`config.mk`:
```
export PLATFORM = sky130hd
export DESIGN_NAME = vga_timing_gen
export DESIGN_NICKNAME = d
export VERILOG_FILES = /design/src/rtl/vga_timing_gen.sv
export SDC_FILE = /design/constraint.sdc
export NUM_CORES = 1
export LEC_CHECK = 0
export CAP_MARGIN = 20
export CORE_MARGIN = 2
export CORE_UTILIZATION = 50
export CTS_CLUSTER_SIZE = 30
export DETAILED_ROUTE_END_ITERATION = 10
export MAX_ROUTING_LAYER = met4
export PLACE_DENSITY = 0.83
export SYNTH_ARGS = -nofsm -noshare
export SYNTH_HDL_FRONTEND = slang
export SYNTH_SLANG_ARGS = --single-unit
export TNS_END_PERCENT = 10
```
`constraint.sdc`:
```
create_clock -name vga_clk -period 2.6 [get_ports vga_clk]
set_input_delay 0.52 -clock vga_clk [delete_from_list [all_inputs] [get_ports vga_clk]]
set_output_delay 0.52 -clock vga_clk [all_outputs]
set_load 0.005 [all_outputs]
```
`src/rtl/vga_timing_gen.sv`:
```
// rtl/vga_timing_gen.sv - raster scan counter with registered sync, blank and frame strobes
module vga_timing_gen #(
   parameter int   H_ACTIVE = 640,
   parameter int   H_FP     = 16,
   parameter int   H_SYNC   = 96,
   parameter int   H_BP     = 48,
   parameter int   V_ACTIVE = 480,
   parameter int   V_FP     = 10,
   parameter int   V_SYNC   = 2,
   parameter int   V_BP     = 33,
   parameter logic SYNC_POL = 1'b0
) (
   input  logic       vga_clk,
   input  logic       reset,
   input  logic       ce,
   output logic       hs,
   output logic       vs,
   output logic       blank,
   output logic       sync,
   output logic [9:0] DrawX,
   output logic [9:0] DrawY,
   output logic       line_end,
   output logic       frame_end,
   output logic       vblank_start,
   output logic [7:0] frame_count
);

   localparam int H_TOTAL = H_ACTIVE + H_FP + H_SYNC + H_BP;
   localparam int V_TOTAL = V_ACTIVE + V_FP + V_SYNC + V_BP;

   localparam logic [9:0] H_LAST     = 10'(H_TOTAL - 1);
   localparam logic [9:0] V_LAST     = 10'(V_TOTAL - 1);
   localparam logic [9:0] H_VIS      = 10'(H_ACTIVE);
   localparam logic [9:0] V_VIS      = 10'(V_ACTIVE);
   localparam logic [9:0] HS_START   = 10'(H_ACTIVE + H_FP);
   localparam logic [9:0] HS_END     = 10'(H_ACTIVE + H_FP + H_SYNC);
   localparam logic [9:0] VS_START   = 10'(V_ACTIVE + V_FP);
   localparam logic [9:0] VS_END     = 10'(V_ACTIVE + V_FP + V_SYNC);

   // DrawX/DrawY are the h/v counters themselves.
   logic [9:0] h_nxt;
   logic [9:0] v_nxt;
   logic       wrap;
   logic       blank_nxt;
   logic       hs_nxt;
   logic       vs_nxt;
   logic       line_end_nxt;
   logic       frame_end_nxt;
   logic       vblank_start_nxt;

   always_comb begin
      h_nxt = DrawX;
      v_nxt = DrawY;
      wrap  = 1'b0;
      if (DrawX == H_LAST) begin
         h_nxt = '0;
         if (DrawY == V_LAST) begin
            v_nxt = '0;
            wrap  = 1'b1;
         end else begin
            v_nxt = DrawY + 10'd1;
         end
      end else begin
         h_nxt = DrawX + 10'd1;
      end
   end

   // Decode the position being entered so registered outputs line up with DrawX/DrawY.
   always_comb begin
      blank_nxt        = (h_nxt < H_VIS) && (v_nxt < V_VIS);
      hs_nxt           = ((h_nxt >= HS_START) && (h_nxt < HS_END)) ? SYNC_POL : ~SYNC_POL;
      vs_nxt           = ((v_nxt >= VS_START) && (v_nxt < VS_END)) ? SYNC_POL : ~SYNC_POL;
      line_end_nxt     = (h_nxt == H_LAST);
      frame_end_nxt    = (h_nxt == H_LAST) && (v_nxt == V_LAST);
      vblank_start_nxt = (h_nxt == '0) && (v_nxt == V_VIS);
   end

   always_ff @(posedge vga_clk or posedge reset) begin
      if (reset) begin
         DrawX        <= '0;
         DrawY        <= '0;
         frame_count  <= '0;
         hs           <= ~SYNC_POL;
         vs           <= ~SYNC_POL;
         blank        <= 1'b0;
         line_end     <= 1'b0;
         frame_end    <= 1'b0;
         vblank_start <= 1'b0;
      end else if (ce) begin
         DrawX        <= h_nxt;
         DrawY        <= v_nxt;
         hs           <= hs_nxt;
         vs           <= vs_nxt;
         blank        <= blank_nxt;
         line_end     <= line_end_nxt;
         frame_end    <= frame_end_nxt;
         vblank_start <= vblank_start_nxt;
         if (wrap) begin
            frame_count <= frame_count + 8'd1;
         end
      end
   end

   assign sync = 1'b0;

endmodule
```
==> impl_summary.md <==
Synthesis
The synthesized-area fraction occupied by ao, oa, aoi and oai cells is 15.5%. The number of nets handed over by synthesis was 263. The area share of and/or/nand/nor cells after synthesis is 25.8%. For this run, the leading register cell type out of synthesis is dfrtp_1.

Summed over its instances, the top area cell type makes up 34.7% of the synthesized netlist area. The leading area contributor after synthesis is dfrtp_1. The average cell area after synthesis is 9.06 um2. After synthesis, the cell types taking the most area are dfrtp_1 (35%), xnor2_1 (5.3%), nand2_1 (4.1%). The adder and majority gate portion of the synthesized area is 2.71%. The number of synthesized flops with an enable pin is 0.

The synthesized design contains 34 register bits. After synthesis, the share of cell area in mux cells is 1.95%. The gate count after technology mapping is 255. The cell area after synthesis is 2310 um2. In the synthesized netlist the async set-or-reset flop fraction comes to 100%.

The yosys synthesis warning count is 0. Of the total synthesized cell area, the portion taken by XOR and XNOR cells is 9.15%. The main combinational cell family by area after synthesis is simple AND/OR/NAND/NOR gates.

Sequential cells were found to cover 36.9% of the synthesized design area. The netlist uses 56 different library cells.

CTS
After clock tree synthesis, the setup repair step added 0 buffers. TritonCTS built the clock tree. The master cell of the clock root buffer is clkbuf_8. The clock-pin slew on the worst setup and hold paths is 0.08 ns. In this run, CTS created clock tree buffers numbering 5.

Hold repair after CTS inserted 0 buffers. The clock net sink count is 34. Clock latency on the worst-skew pair, taken at its later pin, is 0.30 ns. The count of H-tree levels built during CTS is 2. The buffer depth of the longest clock path is 2. The number of resized instances in the post-cts repair step is 0.

Detailed routing
The number of optimization iterations in the first detailed-route pass is 4. Dividing the detail-routed wire length by the instance count gives 15.9 um. The via total after detailed routing is 2060. The number of nets still failing antenna checks after routing is 0. After detailed routing, the number of vias per cell comes to 5.99. The routed design has 5.49 mm of wire.

In the routed design, unresolved DRC markers number 0. The DRC violation total after the first TritonRoute iteration is 166.

Final layout
The share of post-route cells with drive strength above 1 is 12.0%. Relative to the synthesized area, the layout overhead comes to 21.3%. With fillers left out, the area of the finished cells amounts to 2800 um2. In the layout the commonest cells are clkdlybuf4s50_1 (36), dfrtp_1 (32), nand2_1 (25). Leaving out fill and tap cells, the most frequent cell in the layout is clkdlybuf4s50_1. After filler insertion, the fill cell instance count of the layout stands at 383. 0 antenna diodes ended up in the layout. In the final design database the tool counted 299 nets.

Timing
The worst pin sits at a relative slew slack of 65.2%. The setup clock skew after layout is 0.00979 ns. Setup repair after global routing left no endpoint under its margin.

For the pin with the worst max-slew slack, the measured transition is 0.522 ns. The maximum clock frequency is 426 MHz. Setup violations remaining at the end of the flow were counted as 0.

The final critical delay including setup and external delays is 2.35 ns. The worst hold slack across all endpoints is 0.469 ns. Adding up every negative setup slack in the final design gives 0 ns. The number of hold-slack violations in the final timing report was 0.

The max-slew violation count is 0. Of the available clock period, the critical path in the final layout requires 90.2%.

Worst setup path
Data on the critical path arrives at its endpoint at 2.54 ns. The required time at the endpoint of the critical path is 2.79 ns. The critical path startpoint category is a flip-flop. The maximum fanout along the worst path is 14. The kind of critical path is reg -> reg. The capturing element type of the critical path is a flip-flop.

Place
Input and output buffers added on the ports amount to 36. The final weighted congestion in routability-driven placement is 0.944. Detailed placement ended at an HPWL of 3.91 mm. The placed instances occupy a cell area of 2690 um2.

Job
Across the run, the number of max-cap violations was 0.

Pwr
Summed over all nets, the switching power comes to 761 uW. The clock network accounts for 24.5% of the total power. The total leakage power is 0.00117 uW. The sequential power share is 34.9%.

The switching share of power is 36.6%. Power spread over the standard cell area amounts to 741 nW/um2. Internal power comes to 1320 uW. The worst-case IR drop observed on VDD is 0.000368 V. Combinational logic is responsible for 40.6% of the overall power.

GRT
The wire length of the first global-routing pass is 9.20 mm. The total overflow reported by the global router is 0. The number of antenna violations at the first check in global routing came to 0. The via count of the first global-routing pass is 1907. The global-route total usage across every layer is 23.6%. The largest net degree at the start of global routing is 35.

Floorplanning
The count of standard-cell rows is 24. The area of the core is 4410 um2. For this configuration, the core starts out at a cell density of 52.3%. From bottom edge to top edge, the die measures 72.0 um. For this design the top-level I/O count stands at 38.

Measured along the x axis, the die boundary spans 72.0 um. The die covers 5180 um2.

Min path
The classification of the worst-slack hold path is reg -> reg.

Outcome
The run finished with clean final reports.
-- cells by family (layout without fill, tap and decap cells) --
kind of cell    after synthesis  count (layout)
buf+inv                      28              65
other cells                   1               1
fa+ha+maj                     5               5
compound gates               55              55
flops                        34              34
mux                           4               4
xor+xnor                     22              22
simple gates                106             106
-- worst max-delay path: stages (launching register included) --
cell,delay (ns)
dfrtp_1,0.42
ha_1,0.21
and4_1,0.25
and3_1,0.50
nand4_2,0.18
xor2_1,0.26
nor4_4,0.09
o41ai_1,0.33
-- area by class of cell --
class	instances	area, um2	share of cell area (%)
multi-input combinational	193	1280	45.6
sequential	34	853	30.5
timing repair buffer	50	465	16.6
clock buffer	5	68.8	2.46
tap	52	65.1	2.32
clock inverter	3	45.0	1.61
inverter	7	26.3	0.938
-- per-stage QoR --
stage / instances / utilization, % / setup slack (ns) / total power, uW
floorplan: 255 / - / 0.476 / 1260
global placement: 336 / 60.9 / 0.362 / 1540
finish: 344 / 63.5 / 0.254 / 2080
CTS: 344 / 63.5 / 0.265 / 2080
detailed placement: 336 / 60.9 / 0.299 / 1570
global route: 344 / 63.5 / 0.0625 / 2210
-- per-layer routing --
metal,up-vias,wire length [um],GRT usage (%)
li1,990,-,-
met1,972,2500,31.5
met2,87,2490,34.6
met3,11,394,5.56
met4,0,95,9.85
met5,-,0,-
-- registers in the layout (all words and copies together), names as in the netlist --
signal        cells
hs                1
DrawY            10
vblank_start      1
line_end          1
DrawX            10
blank             1
frame_end         1
vs                1
frame_count       8
-- cell usage after synthesis (2+ instances only) --
master / instances
a21o_1: 2
a21oi_1: 12
a31oi_1: 5
a32o_1: 2
a41oi_1: 3
and2_1: 3
and3_1: 7
and4_1: 4
buf_2: 5
buf_4: 3
buf_6: 6
clkbuf_1: 6
dfrtp_1: 32
dfstp_2: 2
ha_1: 5
inv_1: 7
mux2_2: 3
nand2_1: 25
nand2b_1: 5
nand3_1: 14
nand4_1: 10
nor2_1: 19
nor3_1: 4
o21a_1: 2
o21ai_0: 14
o21ai_1: 2
o31ai_1: 3
o41ai_1: 2
or3_1: 2
xnor2_1: 14
xor2_1: 7
-- power by group through the flow --
stage | registers, uW | logic [uW] | clock network, uW
after floorplan | 703 | 556 | 0
after global placement | 725 | 818 | 0
after detailed placement | 731 | 837 | 0
after CTS | 722 | 843 | 517
after global routing | 740 | 928 | 537
final | 725 | 844 | 509
-- worst paths after layout --
check	slack, ns	cells past startpoint	end	startpoint
worst max-delay path	0.25	7	blank	DrawX[1]
worst min-delay path	0.47	1	frame_count[7]	frame_count[7]
worst max register to register	0.25	7	blank	DrawX[1]
worst min register to register	0.47	1	frame_count[7]	frame_count[7]
max in group asynchronous	1.63	3	vs	reset
min in group asynchronous	0.63	3	DrawX[7]	reset
Note: power is estimated with default switching activity, not from simulation.
